--- config.mk ---
export PLATFORM = sky130hd
export DESIGN_NAME = pipe_front_ctrl
export DESIGN_NICKNAME = d
export VERILOG_FILES = /design/src/rtl/rv_pipe_pkg.sv /design/src/rtl/pipe_reg.sv /design/src/rtl/pipe_front_ctrl.sv
export SDC_FILE = /design/constraint.sdc
export NUM_CORES = 1
export LEC_CHECK = 0
export CORE_AREA = 2 2 221 223
export DETAILED_ROUTE_END_ITERATION = 7
export DIE_AREA = 0 0 223 225
export GPL_ROUTABILITY_DRIVEN = 0
export PLACE_DENSITY = 0.67
export SLEW_MARGIN = 0
export SYNTH_ARGS = -nofsm -noshare
export SYNTH_HDL_FRONTEND = slang
export SYNTH_SLANG_ARGS = --single-unit
--- constraint.sdc ---
create_clock -name clk_i -period 2.35 [get_ports clk_i]
set_input_delay 0.47 -clock clk_i [delete_from_list [all_inputs] [get_ports clk_i]]
set_output_delay 0.47 -clock clk_i [all_outputs]
set_load 0.005 [all_outputs]
--- src/rtl/rv_pipe_pkg.sv ---
// Shared definitions for the RV32I front-end pipeline.
// Encodings, reset defaults and inter-stage bundles.
package rv_pipe_pkg;

    localparam logic [31:0] NOP_INSTR    = 32'h0000_0013;
    localparam logic [31:0] DEF_RESET_PC = 32'h0000_0000;

    localparam logic [1:0] PCSRC_PLUS4 = 2'd0;
    localparam logic [1:0] PCSRC_TGT   = 2'd1;
    localparam logic [1:0] PCSRC_JALR  = 2'd2;

    typedef struct packed {
        logic [31:0] instr;
        logic [31:0] pc;
        logic [31:0] pcplus4;
    } if_id_t;

    typedef struct packed {
        logic [31:0] rd1;
        logic [31:0] rd2;
        logic [31:0] immext;
        logic [31:0] pc;
        logic [31:0] pcplus4;
        logic [4:0]  rs1;
        logic [4:0]  rs2;
        logic [4:0]  rd;
    } id_ex_t;

    localparam if_id_t IF_ID_CLR = '{
        instr:   NOP_INSTR,
        pc:      32'd0,
        pcplus4: 32'd0
    };

endpackage

--- src/rtl/pipe_reg.sv ---
// Generic pipeline register with enable and synchronous clear.
// Reset and clear load the same value; clear wins over enable.
module pipe_reg #(
    parameter int           W       = 32,
    parameter logic [W-1:0] CLR_VAL = '0
) (
    input  logic         clk_i,
    input  logic         rst_i,
    input  logic         en,
    input  logic         clr,
    input  logic [W-1:0] d,
    output logic [W-1:0] q
);

    always_ff @(posedge clk_i or negedge rst_i) begin
        if (!rst_i) begin
            q <= CLR_VAL;
        end else if (clr) begin
            q <= CLR_VAL;
        end else if (en) begin
            q <= d;
        end
    end

endmodule

--- src/rtl/pipe_front_ctrl.sv ---
// Front-end sequencer: PC, IF/ID and ID/EX registers plus
// load-use stall / control-flush handling and event counters.
module pipe_front_ctrl
    import rv_pipe_pkg::*;
#(
    parameter logic [31:0] RESET_PC = DEF_RESET_PC,
    parameter int          CTRL_W   = 12,
    parameter int          CNT_W    = 16
) (
    input  logic              clk_i,
    input  logic              rst_i,
    input  logic              STALL_i,
    input  logic              FLUSH_i,
    input  logic [1:0]        PC_SRC_E_i,
    input  logic [31:0]       PC_TARGET_E_i,
    input  logic [31:0]       ALU_RSLT_E_i,
    input  logic [31:0]       INSTR_F_i,
    input  logic [CTRL_W-1:0] CTRL_D_i,
    input  logic [31:0]       RD1_D_i,
    input  logic [31:0]       RD2_D_i,
    input  logic [31:0]       IMMEXT_D_i,
    output logic [31:0]       PC_F_o,
    output logic [31:0]       INSTR_D_o,
    output logic [31:0]       PC_D_o,
    output logic [31:0]       PCPLUS4_D_o,
    output logic [4:0]        RS1_D_o,
    output logic [4:0]        RS2_D_o,
    output logic [CTRL_W-1:0] CTRL_E_o,
    output logic [31:0]       RD1_E_o,
    output logic [31:0]       RD2_E_o,
    output logic [31:0]       IMMEXT_E_o,
    output logic [31:0]       PC_E_o,
    output logic [31:0]       PCPLUS4_E_o,
    output logic [4:0]        RS1_E_o,
    output logic [4:0]        RS2_E_o,
    output logic [4:0]        RD_E_o,
    output logic [CNT_W-1:0]  STALL_CNT_o,
    output logic [CNT_W-1:0]  FLUSH_CNT_o
);

    logic [31:0] pc_f;
    logic [31:0] pc_plus4_f;
    logic [31:0] pc_tgt;
    logic [31:0] pc_next;
    if_id_t      if_id_d, if_id_q;
    id_ex_t      id_ex_d, id_ex_q;
    logic [CNT_W-1:0] stall_cnt, flush_cnt;

    assign pc_plus4_f = pc_f + 32'd4;

    // Selector value 11 falls back to sequential fetch
    always_comb begin
        pc_tgt = pc_plus4_f;
        case (PC_SRC_E_i)
            PCSRC_TGT:  pc_tgt = PC_TARGET_E_i;
            PCSRC_JALR: pc_tgt = {ALU_RSLT_E_i[31:1], 1'b0};
            default:    pc_tgt = pc_plus4_f;
        endcase
        pc_next = FLUSH_i ? pc_tgt : pc_plus4_f;
    end

    pipe_reg #(.W(32), .CLR_VAL(RESET_PC)) u_pc (
        .clk_i (clk_i),
        .rst_i (rst_i),
        .en    (FLUSH_i | ~STALL_i),
        .clr   (1'b0),
        .d     (pc_next),
        .q     (pc_f)
    );

    assign if_id_d = '{
        instr:   INSTR_F_i,
        pc:      pc_f,
        pcplus4: pc_plus4_f
    };

    pipe_reg #(.W($bits(if_id_t)), .CLR_VAL(IF_ID_CLR)) u_if_id (
        .clk_i (clk_i),
        .rst_i (rst_i),
        .en    (~STALL_i),
        .clr   (FLUSH_i),
        .d     (if_id_d),
        .q     (if_id_q)
    );

    assign id_ex_d = '{
        rd1:     RD1_D_i,
        rd2:     RD2_D_i,
        immext:  IMMEXT_D_i,
        pc:      if_id_q.pc,
        pcplus4: if_id_q.pcplus4,
        rs1:     if_id_q.instr[19:15],
        rs2:     if_id_q.instr[24:20],
        rd:      if_id_q.instr[11:7]
    };

    pipe_reg #(.W($bits(id_ex_t)), .CLR_VAL('0)) u_id_ex (
        .clk_i (clk_i),
        .rst_i (rst_i),
        .en    (1'b1),
        .clr   (FLUSH_i | STALL_i),
        .d     (id_ex_d),
        .q     (id_ex_q)
    );

    pipe_reg #(.W(CTRL_W), .CLR_VAL('0)) u_ctrl_ex (
        .clk_i (clk_i),
        .rst_i (rst_i),
        .en    (1'b1),
        .clr   (FLUSH_i | STALL_i),
        .d     (CTRL_D_i),
        .q     (CTRL_E_o)
    );

    always_ff @(posedge clk_i or negedge rst_i) begin
        if (!rst_i) begin
            stall_cnt <= '0;
            flush_cnt <= '0;
        end else begin
            if (STALL_i && !FLUSH_i && stall_cnt != '1) begin
                stall_cnt <= stall_cnt + CNT_W'(1);
            end
            if (FLUSH_i && flush_cnt != '1) begin
                flush_cnt <= flush_cnt + CNT_W'(1);
            end
        end
    end

    assign PC_F_o      = pc_f;
    assign INSTR_D_o   = if_id_q.instr;
    assign PC_D_o      = if_id_q.pc;
    assign PCPLUS4_D_o = if_id_q.pcplus4;
    assign RS1_D_o     = if_id_q.instr[19:15];
    assign RS2_D_o     = if_id_q.instr[24:20];
    assign RD1_E_o     = id_ex_q.rd1;
    assign RD2_E_o     = id_ex_q.rd2;
    assign IMMEXT_E_o  = id_ex_q.immext;
    assign PC_E_o      = id_ex_q.pc;
    assign PCPLUS4_E_o = id_ex_q.pcplus4;
    assign RS1_E_o     = id_ex_q.rs1;
    assign RS2_E_o     = id_ex_q.rs2;
    assign RD_E_o      = id_ex_q.rd;
    assign STALL_CNT_o = stall_cnt;
    assign FLUSH_CNT_o = flush_cnt;

endmodule
Word level (Yosys, flattened, before mapping)
Cells that the tools add are included.
{"block": "word_totals", "inputBits": 210, "latchBits": 0, "wordCells": 27, "regBits": 347, "output_inout_bits": 357, "n_memories": 0, "romBits": 0, "mem_bits_rw": 0}
{"block": "op_classes", "muxes": 6, "n_div": 0, "n_mul": 0, "eq_ne": 5, "magnitude_cmp": 0, "shift": 0, "n_addsub": 3, "bitwise_logic": 3, "reduce_logical": 4}
{"operator": "96-bit two-way mux", "n": 2}
{"operator": "175-bit two-way mux", "n": 1}
{"operator": "32-bit one-hot mux with 2 select lines", "n": 1}
{"operator": "16-bit by 1-bit adder with 16-bit output (second input constant)", "n": 2}
{"operator": "32-bit by 3-bit adder with 32-bit output (second input constant)", "n": 1}
{"operator": "32-bit two-way mux", "n": 1}
{"operator": "16-bit != test (second input constant)", "n": 2}
{"operator": "12-bit two-way mux", "n": 1}
{"operator": "1-bit logical AND", "n": 3}
{"operator": "2-bit by 1-bit == test with 1-bit output (second input constant)", "n": 1}
{"operator": "2-bit == test (second input constant)", "n": 1}
{"operator": "2-bit by 1-bit != test with 1-bit output (second input constant)", "n": 1}
{"operator": "1-bit OR", "n": 2}
{"operator": "1-bit zero test", "n": 1}
{"operator": "1-bit NOT", "n": 1}

Logic depth before layout (Yosys ltp)
Gate-level depths: netlist (run 1).
{"block": "depth", "depth_word": 3, "ltp_mapped": 8, "mapped_depth_nobuf": 6}

Hierarchy
Synthesis (run 1) repeated with hierarchy kept, for this count alone.
{"block": "unflattened", "cells_unflattened": 1337, "hier_area_um2": 15767.6}
{"module": "pipe_reg at u_id_ex", "seq_area_each_um2": 4379.2, "area_per_inst_um2": 7169.4, "cells_per_inst": 564, "n_inst": 1}
{"module": "pipe_reg at u_if_id", "seq_area_each_um2": 2406.1, "area_per_inst_um2": 3917.5, "cells_per_inst": 310, "n_inst": 1}
{"module": "pipe_front_ctrl", "seq_area_each_um2": 800.8, "area_per_inst_um2": 2876.5, "cells_per_inst": 322, "n_inst": 1}
{"module": "pipe_reg at u_pc", "seq_area_each_um2": 800.8, "area_per_inst_um2": 1323.8, "cells_per_inst": 103, "n_inst": 1}
{"module": "pipe_reg at u_ctrl_ex", "seq_area_each_um2": 300.3, "area_per_inst_um2": 480.5, "cells_per_inst": 38, "n_inst": 1}

Worst setup path before layout (run 1)
No wires, ideal clock.
{"block": "synth_path", "path_kind": "register to register", "from": "register u_pc.q[2]", "to": "register u_if_id.q[26]", "path_slack_ns": 0.221, "period_less_slack_ns": 2.129, "arrival_time_ns": 2.008, "n_path_buf": 2, "path_stages_with_launch": 8, "setup_time_ns": 0.122, "required_ns": 2.228, "cell_sequence": "dfrtp_1 > ha_1 > clkbuf_2 > nand3_1 > or4_4 > buf_2 > or3_1 > o2111a_1"}
{"block": "synth_via", "elab_chain_cells": 3}
{"item": "start, declared", "line_no": "pipe_reg.sv:12", "rtl": "output logic [W-1:0] q"}
{"item": "start signal, assigned", "line_no": "pipe_reg.sv:17", "rtl": "q <= CLR_VAL;"}
{"item": "start signal, assigned", "line_no": "pipe_reg.sv:19", "rtl": "q <= CLR_VAL;"}
{"item": "start signal, assigned", "line_no": "pipe_reg.sv:21", "rtl": "q <= d;"}
{"item": "32-bit by 3-bit adder with 32-bit output", "line_no": "pipe_front_ctrl.sv:49", "rtl": "assign pc_plus4_f = pc_f + 32'd4;"}
{"item": "96-bit two-way mux", "line_no": "pipe_reg.sv:20", "rtl": "end else if (en) begin"}
{"item": "96-bit two-way mux", "line_no": "pipe_reg.sv:18", "rtl": "end else if (clr) begin"}
{"item": "end signal, assigned", "line_no": "pipe_reg.sv:17"}
{"item": "end signal, assigned", "line_no": "pipe_reg.sv:19"}
{"item": "end signal, assigned", "line_no": "pipe_reg.sv:21"}
{"item": "end, declared", "line_no": "pipe_reg.sv:12"}
Every way passes these cells. The select of a mux whose other input is x is not followed.
A chain may end at the register's enable or synchronous reset.

Worst setup path in the final report (run 1)
{"block": "layout_path", "from": "register u_pc.q[28]", "to": "output PC_F_o[28]"}
{"item": "end, declared", "line_no": "pipe_front_ctrl.sv:22", "rtl": "output logic [31:0] PC_F_o,"}
No word-level cell between the ends.

==> impl_metrics.py, run 1 <==
metrics = {
    "status": {
        "status": "complete, no violations",
    },
    "floorplan": {
        "core_area_um2": 47550,
        "dieArea_um2": 50180,
        "start_util_pct": 29.75,
        "io-pin-count": 567,
        "die_h_um": 225,
        "dieWidth_um": 223,
        "core.rowCount": 80,
    },
    "worst_setup_path": {
        "critPathMaxStageDelay_ns": 0.62,
        "crit_path_start_kind": "flop",
        "cp_num_buf_inv": 1,
        "crit_chain": "clkdlybuf4s50_1",
        "critPathMaxFanout": 8,
        "critPathCaptureType": "output port",
        "worstRegToRegCells": 5,
        "ff2ff_setup_slack_ns": 0.21,
        "reg2reg_from": "u_pc.q[2]",
        "crit_slowest_cell": "clkdlybuf4s50_1",
        "r2r-end": "u_pc.q[28]",
        "required_ns": 1.88,
        "path_depth": 1,
        "crit_arrival_ns": 1.79,
        "crit_type": "flop to output port",
        "path_delay_family": "buffers and inverters",
    },
    "final_layout": {
        "drive_above_1_share_pct": 10.18,
        "fill_cells": 4445,
        "instances_no_fill": 2475,
        "fin_nets": 2040,
        "syn2layout_area_growth_pct": 57.28,
        "layout.area.seq_um2": 8589,
        "post-route-cell-area_um2": 22250,
        "multi_input_area_um2": 5035,
    },
    "clock_network": {
        "cts_max_path_buffers": 3,
        "clock_tree.root_cell": "clkbuf_16",
        "insertion_delay_ns": 0.56,
        "cts_tree": "yes",
        "tritoncts.num_buffers": 41,
        "htreeDepth": 2,
        "cts.clk_slew.worst_paths_ns": 0.06,
        "post-cts-setup-buffers": 0,
        "numClockSinks": 343,
    },
    "place": {
        "place_area_um2": 20890,
        "place_inst": 2396,
        "place.detailed.hpwl_um": 38710,
        "io_buffers": 565,
    },
    "timing": {
        "rsz0062_at_grt": "false",
        "setup_tns_ns": 0,
        "finalHoldViolations": 0,
        "period_needed_ns": 2.264,
        "max_slew_margin_pct": 53.23,
        "finalSetupViolCount": 0,
        "fin_skew_ns": 0.02611,
        "slew_violations": 0,
        "max_freq_ghz": 0.4418,
        "fin_crit_sh_pct": 96.32,
        "worst_pin_slew_ns": 0.7015,
    },
    "grt": {
        "antenna_found_initial": 6,
        "grt_overflow": 0,
        "grt_pass1_wl_um": 78630,
        "grt_pass1_vias": 12280,
        "grt_util_all_layers_pct": 20.57,
        "grt_start_max_net_pins": 72,
    },
    "logic_synthesis": {
        "synth_nets": 1451,
        "yosysTopAreaCell": "dfrtp_1",
        "syn_avg_cell_area_um2": 11.44,
        "postSynth.asyncResetShare_pct": 100.0,
        "synth_area_leaders": "dfrtp_1, and2_1, mux2i_1, nor2_1, xnor2_1",
        "synth_seq_cells": 343,
        "synthCells": 1236,
        "syn_area_um2": 14140,
        "ys.flop_type": "dfrtp_1",
        "yosys_warnings": 0,
        "synth_cell_type_count": 62,
        "ys_top_cells_by_count": "dfrtp_1, and2_1, nor2_1",
        "seq_area_frac_synth_pct": 60.71,
        "synth_edf_count": 0,
        "netlist.area_leader.share_pct": 60.16,
        "synth_most_common_cell": "dfrtp_1",
    },
    "routing": {
        "drt_iter0_drc": 918,
        "drc": 0,
        "dr.pass1.iters": 5,
        "wl_um": 52390,
        "ant_nets": 0,
        "wire_per_inst_um": 21.17,
        "num_vias": 11862,
        "viasPerCell": 4.793,
    },
    "hold_path": {
        "hold_class": "input port to flop",
        "min_to": "FLUSH_CNT_o[6]",
        "min_from": "FLUSH_i",
        "min_path_cells": 3,
    },
    "power": {
        "cellLeakagePower_uw": 0.009728,
        "power_density_nw_per_um2": 767.2,
        "irDropWorstVdd_v": 0.0006271,
    },
    "run": {
        "maxCapViolCount": 0,
    },
}
worst max path at each step:
stage | startpoint | to | slack, ns
after floorplan | u_pc.q[2] | u_if_id.q[26] | 0.22
after global placement | PC_SRC_E_i[0] | u_pc.q[17] | -0.08
after detailed placement | PC_SRC_E_i[0] | u_pc.q[29] | -0.12
after CTS | u_pc.q[19] | PC_F_o[19] | 0.003
after global routing | u_pc.q[27] | PC_F_o[27] | 0.003
final | u_pc.q[28] | PC_F_o[28] | 0.09
layout make-up:
cell class | count | share of cell area (%)
Antenna cell | 4 | 0.04500
Clock buffer | 55 | 5.208
Sequential cell | 343 | 38.61
Tap cell | 615 | 3.459
Inverter | 14 | 0.2362
Multi-Input combinational cell | 770 | 22.63
Clock inverter | 19 | 0.7706
Timing Repair Buffer | 655 | 29.03
state kept, by name, summed over array words and instances (netlist names):
signal       flops
FLUSH_CNT_o     16
STALL_CNT_o     16
u_pc.q          32
u_ctrl_ex.q     12
u_id_ex.q      173
u_if_id.q       94
worst min-delay path: stages:
cell	delay, ns
buf_4	0.19
o2111ai_1	0.12
xnor2_1	0.08
per-layer routing:
layer / vias up / GRT usage (%) / share of wire [%]
li1: 5437 / - / -
met1: 5839 / 25.81 / 41
met2: 497 / 33.64 / 48
met3: 85 / 6.284 / 8.3
met4: 4 / 7.318 / 3.1
met5: - / 0 / 0.046
cells by family after synthesis:
kind of cell,share of synthesized area (%)
buf+inv,3.813
mux,4.636
xor+xnor,2.601
simple gates,18.75
flops,60.71
compound gates,9.041
fa+ha+maj,0.4423
through the flow:
step | utilization, % | total power [uW] | hold slack, ns | setup slack, ns
final | 46.79 | 17070 | 0.3376 | 0.08641
after global routing | 46.78 | 17900 | 0.3261 | 0.003008
after CTS | 46.76 | 17310 | 0.2975 | 0.003424
after detailed placement | 43.94 | 10860 | 0.4389 | -0.1190
after global placement | 43.94 | 10780 | 0.4399 | -0.08230
after floorplan | - | 8316 | 0.1744 | 0.2205
placed cells by master (no fill, tap or decap), drive strengths merged, types with 6 or more instances in the layout:
cell / instances
nand3: 30
and4: 9
mux2i: 61
xnor2: 28
clkdlybuf4s50: 562
a211oi: 18
xor2: 14
nand2: 49
clkbuf: 55
o211ai: 14
nand4: 23
dfrtp: 340
a31oi: 14
and2: 187
buf: 92
or4: 11
nor2: 116
a21oi: 35
inv: 17
a2111oi: 8
a221oi: 15
clkinv: 11
a22oi: 13
nor4: 11
nor2b: 8
nor3: 13
and3: 10
a311oi: 6
o21ai: 13
where the power goes:
group | switching (uW) | internal (uW)
clock network | 2620 | 3700
registers | 608 | 6440
logic | 1660 | 2040
timing repair:
item / 4_1_cts / 5_1_grt
endpoints found under the setup margin: 1 / 1
endpoints found under the hold margin: 43 / 0
resized for setup: 1 / 1
hold buffers: 1 / 0
Power figures use the tool's default switching activity.
==> run 2: changes to the inputs <==
--- a/config.mk
+++ b/config.mk
@@ -5,11 +5,11 @@
 export SDC_FILE = /design/constraint.sdc
 export NUM_CORES = 1
 export LEC_CHECK = 0
-export CORE_AREA = 2 2 221 223
+export CORE_AREA = 2 2 218 220
 export DETAILED_ROUTE_END_ITERATION = 7
-export DIE_AREA = 0 0 223 225
+export DIE_AREA = 0 0 220 222
 export GPL_ROUTABILITY_DRIVEN = 0
-export PLACE_DENSITY = 0.67
+export PLACE_DENSITY = 0.69
 export SLEW_MARGIN = 0
 export SYNTH_ARGS = -nofsm -noshare
 export SYNTH_HDL_FRONTEND = slang
==> impl_metrics.py, run 2 (synthesized netlist as in run 1, its figures left out) <==
metrics = {
    "status": {
        "status": "complete, no violations",
    },
    "clock_network": {
        "numClockSinks": 343,
        "insertion_delay_ns": 0.56,
        "clock_tree.root_cell": "clkbuf_16",
        "cts_max_path_buffers": 3,
        "cts_tree": "yes",
        "post-cts-setup-buffers": 0,
        "htreeDepth": 2,
        "cts.clk_slew.worst_paths_ns": 0.06,
        "tritoncts.num_buffers": 39,
    },
    "floorplan": {
        "dieWidth_um": 220,
        "start_util_pct": 30.57,
        "core.rowCount": 79,
        "io-pin-count": 567,
        "core_area_um2": 46260,
        "dieArea_um2": 48840,
        "die_h_um": 222,
    },
    "place": {
        "place_area_um2": 20800,
        "pre_cts_ws_ns": -0.1601,
        "place.detailed.hpwl_um": 39210,
        "io_buffers": 565,
    },
    "grt": {
        "met1_usage_pct": 26.99,
        "grt_overflow": 0,
        "antenna_found_initial": 10,
        "grt_util_all_layers_pct": 21.12,
        "gr-usage-met3_pct": 5.418,
        "grt_pass1_vias": 12140,
        "grt_use_met2_pct": 35.20,
        "grt_start_max_net_pins": 95,
        "grt_pass1_wl_um": 78070,
        "top_usage_layer": "met2",
    },
    "final_layout": {
        "biggestRegsByFlops": "u_id_ex.q x173, u_if_id.q x94, u_pc.q x32",
        "largest_reg_flops": 173,
        "drive_above_1_share_pct": 9.299,
        "post-route-cell-area_um2": 22210,
        "top_register": "u_id_ex.q",
        "final_common_cell": "clkdlybuf4s50_1",
        "final_util_pct": 48.01,
        "most-common-layout-cells": "clkdlybuf4s50_1, dfrtp_1, and2_1",
        "fin_nets": 2025,
        "syn2layout_area_growth_pct": 57.02,
    },
    "worst_setup_path": {
        "critPathCaptureType": "output port",
        "ff2ff_setup_slack_ns": 0.15,
        "crit_arrival_ns": 1.80,
        "crit_chain": "buf_4 > clkdlybuf4s50_1",
        "critPathMaxFanout": 9,
        "r2r-end": "u_pc.q[28]",
        "crit_path_start_kind": "flop",
        "path_delay_family": "buffers and inverters",
        "crit_type": "flop to output port",
        "reg2reg_from": "u_pc.q[2]",
        "critPathMaxStageDelay_ns": 0.61,
        "cp_num_buf_inv": 2,
        "worstRegToRegCells": 5,
        "required_ns": 1.88,
        "crit_slowest_cell": "clkdlybuf4s50_1",
    },
    "power": {
        "sequentialPowerShare_pct": 41.0,
        "power_density_nw_per_um2": 777.9,
        "cellLeakagePower_uw": 0.009707,
        "clkPwrFrac_pct": 38.1,
        "netSwitchingPower_uw": 4767,
        "pwr-share-comb_pct": 21.0,
        "internal_power_uw": 12510,
        "irDropWorstVdd_v": 0.0005704,
        "swShare_pct": 27.59,
        "total_power_uw": 17280,
    },
    "timing": {
        "period_needed_ns": 2.274,
        "fin_skew_ns": 0.01247,
        "max_freq_ghz": 0.4398,
        "worst_pin_slew_ns": 0.6467,
        "finalWorstSetupSlack_ns": 0.07617,
        "finalHoldViolations": 0,
        "finalSetupViolCount": 0,
        "fin_crit_sh_pct": 96.76,
        "slew_violations": 0,
        "hold_ws_ns": 0.3072,
        "rsz0062_at_grt": "false",
        "max_slew_margin_pct": 56.73,
    },
    "hold_path": {
        "min_path_cells": 2,
        "min_to": "u_if_id.q[33]",
        "hold_class": "input port to flop",
        "min_from": "FLUSH_i",
    },
    "routing": {
        "drc": 0,
        "ant_nets": 0,
        "wire_per_inst_um": 21.35,
        "num_vias": 11977,
        "viasPerCell": 4.885,
        "dr.pass1.iters": 5,
        "drt_iter0_drc": 968,
        "wl_um": 52350,
    },
    "run": {
        "maxCapViolCount": 0,
    },
}
[run 2: cell types whose count changed in the layout (fill, tap and decap cells not counted)]
cell        previous run  this run
clkinvlp_4             3         0
inv_6                  3         0
clkbuf_1               6         7
buf_12                10        11
inv_16                 0         1
buf_4                 81        67
clkinv_2               9         8
diode_2                4         6
clkinv_4               2         1
clkbuf_8               8         6
bufinv_16              2         6
[run 2: per-layer routing]
layer,vias to the layer above,routed length [um]
li1,5426,-
met1,5949,21110
met2,493,25730
met3,99,4159
met4,10,1286
met5,-,60
[run 2: power groups by stage]
stage	Combinational (uW)	Clock (uW)	Sequential, uW
floorplan	1340	0	6970
global placement	3580	0	7160
detailed placement	3640	0	7170
CTS	3660	6740	7080
global route	3900	7010	7170
finish	3620	6570	7080
[run 2: cell type report]
class	count	area [um2]
inverters	14	52.55
fillers	4251	24050
repair buffers	642	6374
well taps	607	759.5
multi-input cells	770	5035
diodes	6	15.01
flip-flops and latches	343	8589
clock buffers	54	1135
clock inverters	16	249.0
[run 2: per-stage QoR]
stage / cells / TNS (ns)
6_report: 2452 / 0
5_1_grt: 2449 / 0
4_1_cts: 2446 / 0
3_5_place_dp: 2375 / -1.524
3_3_place_gp: 2375 / -1.362
2_1_floorplan: 1236 / 0
[run 2: what timing repair did]
item,in CTS,in global routing
hold endpoints to repair,43,0
gates resized for setup,1,1
endpoints found under the setup margin,1,1
gates cloned,0,0
hold buffers,1,0
[run 2: worst register-to-register path, cell delays in order, from the launching register on]
cell     delay (ns)
dfrtp_1        0.53
ha_1           0.24
nand3_1        0.10
or4_4          0.55
or4_1          0.52
a31oi_1        0.18
[run 2: how the worst max path moves through the flow]
stage                        from       endpoint  slack [ns]  cells after the start
detailed placement  PC_SRC_E_i[0]     u_pc.q[29]       -0.16                      7
global route            u_pc.q[2]  u_if_id.q[16]        0.01                      6
finish                 u_pc.q[21]     PC_F_o[21]        0.08                      2
CTS                    u_pc.q[20]     PC_F_o[20]        0.05                      1
global placement    PC_SRC_E_i[0]     u_pc.q[19]       -0.15                      7
floorplan               u_pc.q[2]  u_if_id.q[26]        0.22                      7
==> edit: new RTL, config.mk and constraints of run 1 <==
Make the reset (`rst_i`) synchronous in 2 clocked blocks.
--- a/src/rtl/pipe_reg.sv
+++ b/src/rtl/pipe_reg.sv
@@ -12,7 +12,7 @@
     output logic [W-1:0] q
 );
 
-    always_ff @(posedge clk_i or negedge rst_i) begin
+    always_ff @(posedge clk_i) begin
         if (!rst_i) begin
             q <= CLR_VAL;
         end else if (clr) begin
--- a/src/rtl/pipe_front_ctrl.sv
+++ b/src/rtl/pipe_front_ctrl.sv
@@ -112,7 +112,7 @@
         .q     (CTRL_E_o)
     );
 
-    always_ff @(posedge clk_i or negedge rst_i) begin
+    always_ff @(posedge clk_i) begin
         if (!rst_i) begin
             stall_cnt <= '0;
             flush_cnt <= '0;
Formal check against the unedited RTL: differs if rst_i is asserted again (counterexample within 4 cycles, from zero or initial values and one cycle with rst_i low); with rst_i held inactive, the same outputs for 4 cycles.
==> edit against run 1 <==
  * Sequential cell count did not move
  * Die area did not move
  * Largest cell class unchanged
  * Worst setup slack improved by 0.032 ns
  * Register-to-register slack improved by 0.04 ns
  * Non-clock buffer count fell by 25
  * Count of clock-buffer cells in the layout did not move
  * Area after synthesis fell by 12%
  * Hold slack got worse by 0.048 ns
  * Final area fell by 8.2%
  * Routed wire length fell by 7.1%
Power is not compared: it rests on default switching activity, and its combinational part moved more than twofold at a synthesized area within 25%.
==> edit: results (changes against run 1) <==
- Placed inst area: 19,000 sq um (was 20,900 sq um)
- Fraction of layout cells with a size suffix above 1: 0.0805 (was 0.102)
- Met3 Use GR: 0.0516 (was 0.0628)
- Vias in the first global route: 11,200 (was 12,300)
- M1 GR Usage: 0.229 (was 0.258)
- Largest cells by area after synthesis: dfxtp_1, and2_1, mux2i_1, nor2_1, a21oi_1 (was dfrtp_1, and2_1, mux2i_1, nor2_1, xnor2_1)
- Arr. time, crit path: 1.76 ns (was 1.79 ns)
- Maximum fanout along the worst path: 6 (was 8)
- WHS Path Cells: 2 (was 3)
- Actual slew at the worst max-slew pin: 0.733 ns (was 0.702 ns)
- Delay of the slowest critical-path stage: 0.56 ns (was 0.62 ns)
- Max Used Layer: met4 (was met5)
- Min-Delay Endpoint: u_id_ex.q[31]$_SDFF_PP0_ (was FLUSH_CNT_o[6]$_DFFE_PN0P_)
- Most used DFF post-synth: dfxtp_1 (was dfrtp_1)
- Fin nets: 2,060 (was 2,040)
- CTS buffer count: 40 (was 41)
- Grt met2 use: 0.317 (was 0.336)
- Pre-CTS setup slack: -0.0851 ns (was -0.119 ns)
- Syn nets: 1,493 (was 1,451)
- DR pass1 iterations: 7 (was 5)
- Average wire per standard cell: 19.5 microns (was 21.2 microns)
- Status: completed (unchanged)
- Initial drt markers: 649 (was 918)
- Global Route Usage Sum: 0.187 (was 0.206)
- Initial antenna violation count: 1 (was 6)
- Cells on worst reg2reg path: 6 (was 5)
- First-pass GRT wire length: 71.4 mm (was 78.6 mm)
- Post-detail-place hpwl: 37.6 mm (was 38.7 mm)
edit: layout make-up:
class | count | area share
Tap cell | 615 | 0.0377
Multi-Input combinational cell | 808 | 0.247
Timing Repair Buffer | 630 | 0.306
Clock inverter | 17 | 0.0128
Inverter | 22 | 0.00405
Sequential cell | 343 | 0.336
Clock buffer | 55 | 0.0563
edit: cells by family (layout without fill, tap and decap cells):
| group | Yosys count | count (layout) | share of synthesized area |
|---|---|---|---|
| simple gates | 495 | 495 | 0.213 |
| flops | 343 | 343 | 0.552 |
| compound gates | 188 | 188 | 0.0931 |
| buf+inv | 127 | 724 | 0.0445 |
| mux | 72 | 72 | 0.0582 |
| xor+xnor | 48 | 48 | 0.0338 |
| fa+ha+maj | 5 | 5 | 0.00503 |
edit: worst max path at each step:
| stage | slack, ns | start | end |
|---|---|---|---|
| after floorplan | 0.40 | u_pc.q[2]$_SDFFE_PN0N_ | u_pc.q[26]$_SDFFE_PN0N_ |
| after global placement | 0.006 | PC_SRC_E_i[0] | u_pc.q[23]$_SDFFE_PN0N_ |
| after detailed placement | -0.09 | FLUSH_i | STALL_CNT_o[13]$_SDFFE_PN0P_ |
| after global routing | 0.04 | u_pc.q[10]$_SDFFE_PN0N_ | PC_F_o[10] |
| final | 0.12 | u_pc.q[10]$_SDFFE_PN0N_ | PC_F_o[10] |
| after CTS | 0.02 | u_if_id.q[81]$_SDFFE_PP0N_ | RS1_D_o[2] |
edit: worst register-to-register path: stages, from the launching register on:
cell     delay, ns
dfxtp_1       0.40
ha_1          0.21
inv_1         0.12
or4_4         0.63
nor4_4        0.22
mux2i_1       0.26
o21ai_0       0.13
edit: power breakdown:
part	internal (mW)	total [mW]	switching, mW
Sequential	5.94	6.04	0.0936
Combinational	0.773	1.34	0.564
Clock	4.10	6.65	2.55
Total	10.8	14.0	3.21
